## config.mk

```make
export PLATFORM = sky130hd
export DESIGN_NAME = booth_mult_seq_flat
export DESIGN_NICKNAME = d
export VERILOG_FILES = /design/src/rtl/booth_mult_seq_if.sv /design/src/rtl/booth_mult_seq.sv /design/src/flat_wrapper.sv
export SDC_FILE = /design/constraint.sdc
export NUM_CORES = 1
export LEC_CHECK = 0
export ABC_AREA = 1
export BUFFER_PORTS_ARGS = -buffer_cell sky130_fd_sc_hd__buf_2
export CORE_AREA = 2 2 79 81
export CTS_BUF_LIST = sky130_fd_sc_hd__clkbuf_4
export CTS_CLUSTER_SIZE = 25
export DETAILED_ROUTE_END_ITERATION = 7
export DIE_AREA = 0 0 81 83
export HOLD_SLACK_MARGIN = 0.12
export SYNTH_ARGS = -nofsm -noshare
export SYNTH_HDL_FRONTEND = slang
export SYNTH_SLANG_ARGS = --single-unit
```

## constraint.sdc

```tcl
create_clock -name clk -period 2.3 [get_ports clk]
set_input_delay 0.46 -clock clk [delete_from_list [all_inputs] [get_ports clk]]
set_output_delay 0.46 -clock clk [all_outputs]
set_load 0.1 [all_outputs]
```

## src/rtl/booth_mult_seq_if.sv

```systemverilog
// Operand/product bus bundle for booth_mult_seq.
// The producer/consumer side uses master, the multiplier uses slave.
interface booth_mult_seq_if #(
  parameter int WIDTH = 6
);
  logic             start;
  logic             unsgn;
  logic [WIDTH-1:0] inBus;
  logic             ready;
  logic             outValid;
  logic             outHi;
  logic             done;
  logic [WIDTH-1:0] outBus;

  modport master (
    output start, unsgn, inBus,
    input  ready, outValid, outHi, done, outBus
  );

  modport slave (
    input  start, unsgn, inBus,
    output ready, outValid, outHi, done, outBus
  );
endinterface

```

## src/rtl/booth_mult_seq.sv

```systemverilog
// Sequential radix-2 Booth multiplier, signed or unsigned operands.
// Operands in on one bus (two beats), product out high word then low.
module booth_mult_seq #(
  parameter int WIDTH = 6
) (
  input logic             clk,
  input logic             rst,
  booth_mult_seq_if.slave bus
);
  localparam int CW = $clog2(WIDTH + 1);

  typedef enum logic [2:0] {
    IDLE,
    LOADY,
    CALC,
    OUTH,
    OUTL
  } stateT;

  stateT          state;
  logic [WIDTH:0] x;
  logic [WIDTH:0] a;
  logic [WIDTH:0] y;
  logic           yM1;
  logic [CW-1:0]  cnt;
  logic           modeU;

  logic             readyR;
  logic             outValidR;
  logic             outHiR;
  logic             doneR;
  logic [WIDTH-1:0] outBusR;

  logic [WIDTH:0] xExt;
  logic [WIDTH:0] yExt;
  logic [WIDTH:0] sum;
  logic [WIDTH:0] aNx;
  logic [WIDTH:0] yNx;

  // X follows the mode seen on the bus; Y follows the latched mode.
  assign xExt = {~bus.unsgn & bus.inBus[WIDTH-1], bus.inBus};
  assign yExt = {~modeU & bus.inBus[WIDTH-1], bus.inBus};

  // One Booth step: add/sub per {Y0,Y-1}, then arithmetic shift.
  always_comb begin
    sum = a;
    unique case ({y[0], yM1})
      2'b10:   sum = a - x;
      2'b01:   sum = a + x;
      default: sum = a;
    endcase
    aNx = {sum[WIDTH], sum[WIDTH:1]};
    yNx = {sum[0], y[WIDTH:1]};
  end

  // Controller, datapath registers and registered bus outputs.
  always_ff @(posedge clk) begin
    if (rst) begin
      state     <= IDLE;
      x         <= '0;
      a         <= '0;
      y         <= '0;
      yM1       <= 1'b0;
      cnt       <= '0;
      modeU     <= 1'b0;
      readyR    <= 1'b1;
      outValidR <= 1'b0;
      outHiR    <= 1'b0;
      doneR     <= 1'b0;
      outBusR   <= '0;
    end else begin
      unique case (state)
        IDLE: begin
          if (bus.start) begin
            x      <= xExt;
            modeU  <= bus.unsgn;
            readyR <= 1'b0;
            state  <= LOADY;
          end
        end
        LOADY: begin
          y     <= yExt;
          a     <= '0;
          yM1   <= 1'b0;
          cnt   <= '0;
          state <= CALC;
        end
        CALC: begin
          a   <= aNx;
          y   <= yNx;
          yM1 <= y[0];
          cnt <= cnt + 1'b1;
          if (cnt == CW'(WIDTH)) begin
            outValidR <= 1'b1;
            outHiR    <= 1'b1;
            outBusR   <= {aNx[WIDTH-2:0], yNx[WIDTH]};
            state     <= OUTH;
          end
        end
        OUTH: begin
          outHiR  <= 1'b0;
          doneR   <= 1'b1;
          outBusR <= y[WIDTH-1:0];
          state   <= OUTL;
        end
        OUTL: begin
          outValidR <= 1'b0;
          doneR     <= 1'b0;
          outBusR   <= '0;
          readyR    <= 1'b1;
          state     <= IDLE;
        end
        default: state <= IDLE;
      endcase
    end
  end

  assign bus.ready    = readyR;
  assign bus.outValid = outValidR;
  assign bus.outHi    = outHiR;
  assign bus.done     = doneR;
  assign bus.outBus   = outBusR;
endmodule

```

## src/flat_wrapper.sv

```systemverilog
// flat-port wrapper written by rule: the top's interface ports become plain ports
module booth_mult_seq_flat 
#(
  parameter int WIDTH = 6
)
  (clk, rst, bus_start, bus_unsgn, bus_inBus, bus_ready, bus_outValid, bus_outHi, bus_done, bus_outBus);
  booth_mult_seq_if #(.WIDTH(WIDTH)) bus_i ();
  input logic clk;
  input logic rst;
  input wire logic [$bits(bus_i.start)-1:0] bus_start;
  input wire logic [$bits(bus_i.unsgn)-1:0] bus_unsgn;
  input wire logic [$bits(bus_i.inBus)-1:0] bus_inBus;
  output wire logic [$bits(bus_i.ready)-1:0] bus_ready;
  output wire logic [$bits(bus_i.outValid)-1:0] bus_outValid;
  output wire logic [$bits(bus_i.outHi)-1:0] bus_outHi;
  output wire logic [$bits(bus_i.done)-1:0] bus_done;
  output wire logic [$bits(bus_i.outBus)-1:0] bus_outBus;
  assign bus_i.start = bus_start;
  assign bus_i.unsgn = bus_unsgn;
  assign bus_i.inBus = bus_inBus;
  assign bus_ready = bus_i.ready;
  assign bus_outValid = bus_i.outValid;
  assign bus_outHi = bus_i.outHi;
  assign bus_done = bus_i.done;
  assign bus_outBus = bus_i.outBus;
  booth_mult_seq #(.WIDTH(WIDTH)) u_core (.clk(clk), .rst(rst), .bus(bus_i));
endmodule
```

Word level (Yosys, flattened, before mapping):

Cells that the tools add are included.

* add/sub/neg operators: 3
* eq/ne operators: 9
* reductions and logical operators: 13
* $mul: 0
* mux-type cells: 16
* divide/modulo/power cells: 0
* bitwise logic cells: 4
* shift operators: 0
* order comparisons: 0

Operator list (number)
* $pmux 7 s2: 3
* $pmux 6 s3: 1
* $pmux 3 s4: 1
* $reduce_and 2->1: 6
* $pmux 1 s2: 5
* $reduce_bool 2->1: 5
* $add 7x7->7: 1
* $sub 7x7->7: 1
* $eq 3x2->1 const B: 2
* $eq 3x3->1 const B: 2
* $mux 3: 2
* $mux 6: 1
* $pmux 3 s2: 1
* $add 3x1->3 const B: 1
* $eq 3x1->1 const B: 1
* $logic_not 3->1: 1
* $reduce_bool 3->1: 1
* $and 1x1->1: 2
* $eq 2x1->1 const B: 1
* $eq 2x2->1 const B: 1
* $mux 1: 2
* $ne 2x1->1 const B: 1
* $ne 2x2->1 const B: 1
* $not 1->1: 2

* bits of input ports: 10
* output and inout bits: 10
* register bits after elaboration: 39
* bits in latches: 0
* memories kept: 0
* ROM bits: 0
* memory bits (writable): 0

Logic depth before layout (Yosys ltp):

Gate-level depths: netlist (run 1).

* depth in word-level cells: 4
* mapped depth: 16

Least setup slack after synthesis (run 1):

No wires, ideal clock.

* path type: register -> register
* start: register u_core.y[0]
* end: register u_core.outBusR[1] (netlist: u_core.bus.outBus[1])
* data required time: 2183 ps
* data arrival time: 1972 ps
* setup slack: 211 ps
* cell stages (with the launch flop): 11
* cell sequence: dfxtp_1 > inv_1 > ha_1 > inv_1 > o21ai_0 > fa_1 > or2_2 > o21ai_0 > o22ai_1 > o21ai_0 > nor2_1

* cells in the longest elaborated chain, start to end: 4
* elaborated cells between the ends (all ways): 5
* classes of those cells: eq/ne: 2; mux: 3

Ends and longest elaborated chain
* start, declared: RTL line booth_mult_seq.sv:23 `logic [WIDTH:0] y;`
* start signal, assigned: RTL line booth_mult_seq.sv:82 `y <= yExt;`
* start signal, assigned: RTL line booth_mult_seq.sv:90 `y <= yNx;`
* $eq 2x1->1 or $eq 2x2->1 (tied branches): RTL line booth_mult_seq.sv:47 `unique case ({y[0], yM1})`
* $pmux 7 s2 *: RTL line booth_mult_seq.sv:47
* $mux 6 *: RTL line booth_mult_seq.sv:93 `if (cnt == CW'(WIDTH)) begin`
* $pmux 6 s3 *: RTL line booth_mult_seq.sv:72 `unique case (state)`
* end signal, assigned: RTL line booth_mult_seq.sv:96 `outBusR <= {aNx[WIDTH-2:0], yNx[WIDTH]};`
* end signal, assigned: RTL line booth_mult_seq.sv:103 `outBusR <= y[WIDTH-1:0];`
* end, declared: RTL line booth_mult_seq.sv:32 `logic [WIDTH-1:0] outBusR;`

Every way passes the cells marked *; elsewhere a longest branch is shown, timed or not. The select of a mux whose other input is x is not followed.
A chain may end at the register's enable or synchronous reset.

Final worst setup path (run 1):

* start: register u_core.x[1]
* end: register u_core.outBusR[1] (netlist: u_core.bus.outBus[1])

* cells in the longest elaborated chain, start to end: 4
* elaborated cells between the ends (all ways): 5
* classes of those cells: add/sub: 2; mux: 3

Ends and longest elaborated chain
* start, declared: RTL line booth_mult_seq.sv:21 `logic [WIDTH:0] x;`
* start signal, assigned: RTL line booth_mult_seq.sv:75 `x <= xExt;`
* $add 7x7->7 or $sub 7x7->7 (tied branches): RTL line booth_mult_seq.sv:49, booth_mult_seq.sv:48
* $pmux 7 s2 *: RTL line booth_mult_seq.sv:47
* $mux 6 *: RTL line booth_mult_seq.sv:93
* $pmux 6 s3 *: RTL line booth_mult_seq.sv:72

Marked as above.

==> metrics.yaml, run 1 <==
setup_path:
  crit_fanout: 3
  worstSetupEndpointType: "flip-flop"
  crit_arrival_ns: 2.39
  timing_worst_setup_path_type: "reg -> reg"
  crit_required_ns: 2.55
  start_kind: "flip-flop"
routing:
  dr.pass1.iters: 4
  wl_per_cell_um: 12.3
  via_per_inst: 4.85
  routed_wl_um: 4640
  routed-via-count: 1830
  ant_nets: 0
  drc: 0
  drtIter0Drc: 87
yosys:
  synth_flop_cell: "dfxtp_1"
  yosysTopAreaCell: "dfxtp_1"
  synth_edf_count: 0
  syn_nets: 301
  postSynthAreaPerCell_um2: 7.21
  synth_seq_cells: 38
  synth_warnings: 0
  async_flop_share_pct: 0
  synth-seq-area-share_pct: 37.7
  synth.top_cell.area_share_pct: 37.7
  synth_area_leaders: "dfxtp_1 38%, nand2_1 12%, a21oi_1 8.4%, inv_1 6.9%, ha_1 6.2%"
  ys_types: 31
  netlist_area_um2: 2020
  ys_top_cells_by_count: "66 x nand2_1, 38 x dfxtp_1, 37 x inv_1"
  synth_cells: 280
  yosysMostFrequentCell: "nand2_1"
clock_network:
  cts_inserted_buffers: 5
  clock_insertion_delay_worst_skew_ns: 0.35
  cts.sinks: 38
  cts_buffer_depth: 2
  clkSlewWorstSetupHoldPaths_ns: 0.11
  htree_levels: 2
  cts_tree: "yes"
  cts_root_buffer: "clkbuf_4"
placed_design:
  dp_hpwl_um: 3550
  placedCellCount: 369
  io_buffer_count: 19
  place.gp.congestion: 0.847
timing:
  hold_viol_final: 0
  setup_violations: 0
  fin_skew_ns: 0.0154
  worst_pin_slew_ns: 0.563
  max_clock_freq_ghz: 0.467
  layout_min_cycle_time_ns: 2.14
  tns_ns: 0
  fin_crit_sh_pct: 93.1
  slew_headroom_pct: 62.4
  drv_slew: 0
die:
  start_util_pct: 34.7
  die_h_um: 83
  boundaryPins: 20
  std_cell_rows: 28
  dieArea_um2: 6720
  coreArea_um2: 5820
  die_w_um: 81
outcome:
  outcome: "complete, no violations"
global_routing:
  grt_pass1_vias: 1771
  grt_pass1_wl_um: 8000
  overflow: 0
  grt_util_all_layers_pct: 15.1
  grt_antenna_before_repair: 0
  grt_start_max_net_pins: 24
final_layout:
  drive_gt1_share_pct: 16.6
  area_delta_synth_final_pct: 11.5
  layout.nets: 323
  n_antenna_cell: 0
  final_cell_count_no_fill: 377
power_and_ir_drop:
  power_density_nw_per_um2: 727
  leakage_uw: 0.00102
  power_uw: 1640
  ir_worst_vdd_mv: 0.401
hold_path:
  hold_class: "in -> reg"
run:
  maxCapViolCount: 0
[registers in the layout, summed over array words and instances, names as in the netlist]
register and count:
u_core.bus.outHi 1, u_core.a 6, u_core.bus.outBus 6, u_core.yM1 1, u_core.y 7, u_core.x 7, u_core.modeU 1, u_core.bus.ready 1
u_core.state 3, u_core.bus.done 1, u_core.cnt 3, u_core.bus.outValid 1
[logic make-up (layout without fill, tap and decap cells)]
kind of cell / count (synthesis) / in the layout / share of synthesized area [%]
adders and majority gates: 11 / 11 / 7.19
AOI/OAI and AO/OA: 65 / 65 / 18.1
and+or+nand+nor: 117 / 117 / 26.3
buffers and inverters: 45 / 67 / 9.05
xor gates and xnor gates: 4 / 4 / 1.73
DFF: 38 / 38 / 37.7
[final cells by class]
class	instances	area (µm²)
clock inverter	2	10.0
fill	640	3560
tap	75	93.8
inverter	38	143
sequential	38	762
clock buffer	5	37.5
timing repair buffer	22	118
multi-input combinational	197	1090
[worst paths after layout]
check                                                    from                                 to  slack, ns  cells after the start
worst min-delay path                             bus_inBus[1]           u_core.y[1]$_SDFFE_PP0N_       0.37                      3
worst max-delay path                 u_core.x[1]$_SDFFE_PP0P_  u_core.bus.outBus[1]$_SDFFE_PP0P_       0.16                     10
worst max register to register       u_core.x[1]$_SDFFE_PP0P_  u_core.bus.outBus[1]$_SDFFE_PP0P_       0.16                     10
worst min register to register  u_core.bus.ready$_SDFFE_PP1P_      u_core.bus.ready$_SDFFE_PP1P_       0.46                      2
[where the power goes]
part	switching, µW	total [µW]	internal [µW]
clock network	217	327	110
registers	38.2	751	712
logic	401	559	158
[worst max-delay path, cell delays in order, from the launching register on]
cell,delay [ns]
dfxtp_1,0.38
inv_2,0.07
ha_1,0.27
nand2_1,0.06
o21ai_2,0.08
fa_2,0.45
or2_2,0.27
o21ai_0,0.12
o22ai_1,0.11
o21ai_0,0.18
nor2_1,0.05
[layer usage]
metal / global-route usage, % / wire (µm)
met5: 0 / 0
met4: 5.70 / 51
met3: 2.28 / 117
met2: 25.9 / 2330
met1: 18.8 / 2130
[repair_timing]
action / in CTS / in global routing
buffers inserted: 0 / 1
hold buffers: 0 / 0
setup endpoints to repair: 0 / 8
resized for setup: 0 / 9
hold endpoints to repair: 0 / 0
[cells in the final DEF, fill, tap and decap left out, types with 3 or more instances in the layout]
| cell | count |
|---|---|
| a21oi_1 | 34 |
| a31oi_1 | 4 |
| buf_2 | 19 |
| buf_4 | 3 |
| clkbuf_4 | 5 |
| dfxtp_1 | 37 |
| ha_1 | 9 |
| inv_1 | 35 |
| inv_2 | 3 |
| nand2_1 | 66 |
| nand3_1 | 14 |
| nand4_1 | 3 |
| nor2_1 | 18 |
| nor2_2 | 3 |
| o21a_1 | 3 |
| o21ai_0 | 14 |
| o22ai_1 | 3 |
| or2_2 | 5 |
| xor2_1 | 4 |
[metrics by stage]
step	setup slack, ns	cell area (µm²)	hold slack (ns)	util (%)
after CTS	0.0573	2230	0.361	38.4
final	0.158	2250	0.372	38.7
after floorplan	0.211	2020	0.430	-
after global placement	0.134	2180	0.437	37.5
after global routing	-0.00138	2250	0.391	38.7
after detailed placement	0.0687	2180	0.445	37.5
Note: power is estimated with default switching activity, not from simulation.
==> run 2: changes to the inputs <==
--- a/config.mk
+++ b/config.mk
@@ -7,12 +7,13 @@
 export LEC_CHECK = 0
 export ABC_AREA = 1
 export BUFFER_PORTS_ARGS = -buffer_cell sky130_fd_sc_hd__buf_2
-export CORE_AREA = 2 2 79 81
+export CORE_AREA = 8 8 85 87
 export CTS_BUF_LIST = sky130_fd_sc_hd__clkbuf_4
 export CTS_CLUSTER_SIZE = 25
 export DETAILED_ROUTE_END_ITERATION = 7
-export DIE_AREA = 0 0 81 83
+export DIE_AREA = 0 0 93 95
 export HOLD_SLACK_MARGIN = 0.12
+export RECOVER_POWER = 100
 export SYNTH_ARGS = -nofsm -noshare
 export SYNTH_HDL_FRONTEND = slang
 export SYNTH_SLANG_ARGS = --single-unit
==> metrics.yaml, run 2 (synthesized netlist as in run 1, its figures left out) <==
power_and_ir_drop:
  ir_worst_vdd_mv: 0.411
  leakage_uw: 0.00100
  p_int_uw: 982
  power_uw: 1650
  p_comb_share_pct: 32.9
  power_frac_seq_pct: 45.5
  p_sw_share_pct: 40.4
  clkPwrFrac_pct: 21.6
  power_density_nw_per_um2: 749
  power.switching_uw: 665
global_routing:
  overflow: 0
  grt_antenna_before_repair: 0
  grt_util_all_layers_pct: 12.0
  grt_pass1_wl_um: 8510
  grt_start_max_net_pins: 24
  grt_pass1_vias: 1823
hold_path:
  worstHoldPathCells: 3
  min_from: "bus_unsgn"
  hold_class: "in -> reg"
  whs_endpoint: "u_core.x[6]$_SDFFE_PP0P_"
clock_network:
  cts_buffer_depth: 2
  postCtsHoldBufs: 0
  postCtsSetupBuffers: 0
  clock_insertion_delay_worst_skew_ns: 0.35
  htree_levels: 2
  clkSlewWorstSetupHoldPaths_ns: 0.12
  cts_tree: "yes"
  cts_inserted_buffers: 5
  cts.sinks: 38
  cts_root_buffer: "clkbuf_4"
timing:
  worst_pin_slew_ns: 1.17
  max_clock_freq_ghz: 0.466
  fin_skew_ns: 0.00738
  worst_slack_ns: 0.155
  layout_min_cycle_time_ns: 2.15
  setup_violations: 0
  rsz0062_at_grt: "false"
  hold_viol_final: 0
  slew_headroom_pct: 22.2
  fin_crit_sh_pct: 93.3
  drv_slew: 0
routing:
  drc: 0
  routed_wl_um: 4950
  ant_nets: 0
  wl_per_cell_um: 13.2
  routed-via-count: 1834
  dr.pass1.iters: 4
  drtIter0Drc: 126
  via_per_inst: 4.88
final_layout:
  finalInstanceArea_um2: 2200
  n_antenna_cell: 0
  final_common_cell: "nand2_1"
  post-route-util_pct: 37.8
  final_cell_mix: "68 x nand2_1, 38 x dfxtp_1, 37 x inv_1"
  drive_gt1_share_pct: 11.6
  layout.nets: 321
  top_regs: "u_core.x: 7 flops, u_core.y: 7 flops"
  area_delta_synth_final_pct: 8.92
  fill_cells: 652
  final_cell_count_no_fill: 376
setup_path:
  crit_arrival_ns: 2.40
  path_cells: "inv_1 > ha_1 > inv_2 > nand2_1 > o21ai_2 > fa_1 > or2_2 > o21ai_0 > o22ai_1 > o21ai_0 > nor2_1"
  crit_fanout: 7
  rr_endpoint: "u_core.bus.outBus[1]$_SDFFE_PP0P_"
  crit_path_frequent_cell: "o21ai_0"
  crit_required_ns: 2.55
  r2r_setup_slack_ns: 0.15
  crit_slowest_cell: "fa_1"
  start_kind: "flip-flop"
  r2r-start: "u_core.y[0]$_SDFFE_PP0N_"
  r2r_cells: 11
  cp_top_family: "adder cells"
  timing_worst_setup_path_type: "reg -> reg"
  critPathBufInv: 2
  worstSetupEndpointType: "flip-flop"
  max_stage_delay_ns: 0.42
placed_design:
  dp_hpwl_um: 3750
  place_ws_ns: -0.0122
  place_area_um2: 2180
  place.gp.congestion: 0.829
  placedCellCount: 368
  io_buffer_count: 19
die:
  start_util_pct: 34.7
  die_h_um: 95
  coreArea_um2: 5820
  boundaryPins: 20
  dieArea_um2: 8840
  std_cell_rows: 28
  die_w_um: 93
outcome:
  outcome: "complete, no violations"
run:
  maxCapViolCount: 0
==> run 2: worst register-to-register path: stages, from the launching register on <==
cell,delay (ns)
dfxtp_1,0.36
inv_1,0.07
ha_1,0.22
inv_2,0.12
nand2_1,0.08
o21ai_2,0.08
fa_1,0.42
or2_2,0.28
o21ai_0,0.11
o22ai_1,0.10
o21ai_0,0.17
nor2_1,0.05
==> run 2: worst max-delay path by stage <==
stage                                         to  cells after the start                startpoint  slack, ns
2_1_floorplan  u_core.bus.outBus[1]$_SDFFE_PP0P_                     10  u_core.y[0]$_SDFFE_PP0N_       0.21
3_3_place_gp   u_core.bus.outBus[1]$_SDFFE_PP0P_                     10  u_core.y[0]$_SDFFE_PP0N_       0.05
3_5_place_dp   u_core.bus.outBus[1]$_SDFFE_PP0P_                     10  u_core.y[0]$_SDFFE_PP0N_      -0.01
4_1_cts        u_core.bus.outBus[1]$_SDFFE_PP0P_                     11  u_core.y[0]$_SDFFE_PP0N_       0.05
5_1_grt                 u_core.a[4]$_SDFFE_PP0N_                     15  u_core.x[1]$_SDFFE_PP0P_      0.006
6_report       u_core.bus.outBus[1]$_SDFFE_PP0P_                     11  u_core.y[0]$_SDFFE_PP0N_       0.15
==> run 2: per-stage QoR <==
step	hold slack [ns]	TNS [ns]
2_1_floorplan	0.430	0
3_3_place_gp	0.437	0
3_5_place_dp	0.439	-0.0122
4_1_cts	0.366	0
5_1_grt	0.371	0
6_report	0.368	0
==> run 2: cell type report <==
| type | count | area, µm² | area share [%] |
|---|---|---|---|
| clock buffers | 6 | 45.0 | 2.05 |
| clock inverters | 2 | 8.76 | 0.398 |
| inverters | 38 | 143 | 6.48 |
| multi-input cells | 197 | 1050 | 47.7 |
| flip-flops and latches | 38 | 761 | 34.6 |
| well taps | 75 | 93.8 | 4.27 |
| repair buffers | 20 | 100 | 4.55 |
==> run 2: timing repair <==
action	in CTS	in global routing
setup endpoints to repair	1	8
pin swaps	0	0
gates resized for setup	1	3
==> run 2: power groups by stage <==
stage / clock (µW) / sequential [µW] / combinational (µW)
after CTS: 365 / 750 / 558
after floorplan: 0 / 892 / 319
after global placement: 0 / 763 / 552
final: 356 / 749 / 541
after detailed placement: 0 / 765 / 555
after global routing: 400 / 757 / 607
==> run 2: per-layer routing <==
metal  wire length, µm  GRT usage [%]  part of all wire, %  up-vias
li1                  -              -                    -      953
met1              2350           14.3                   47      839
met2              2380           20.7                   48       34
met3               165           3.33                  3.3        8
met4                55           3.22                  1.1        0
met5                 0              0                    0        -
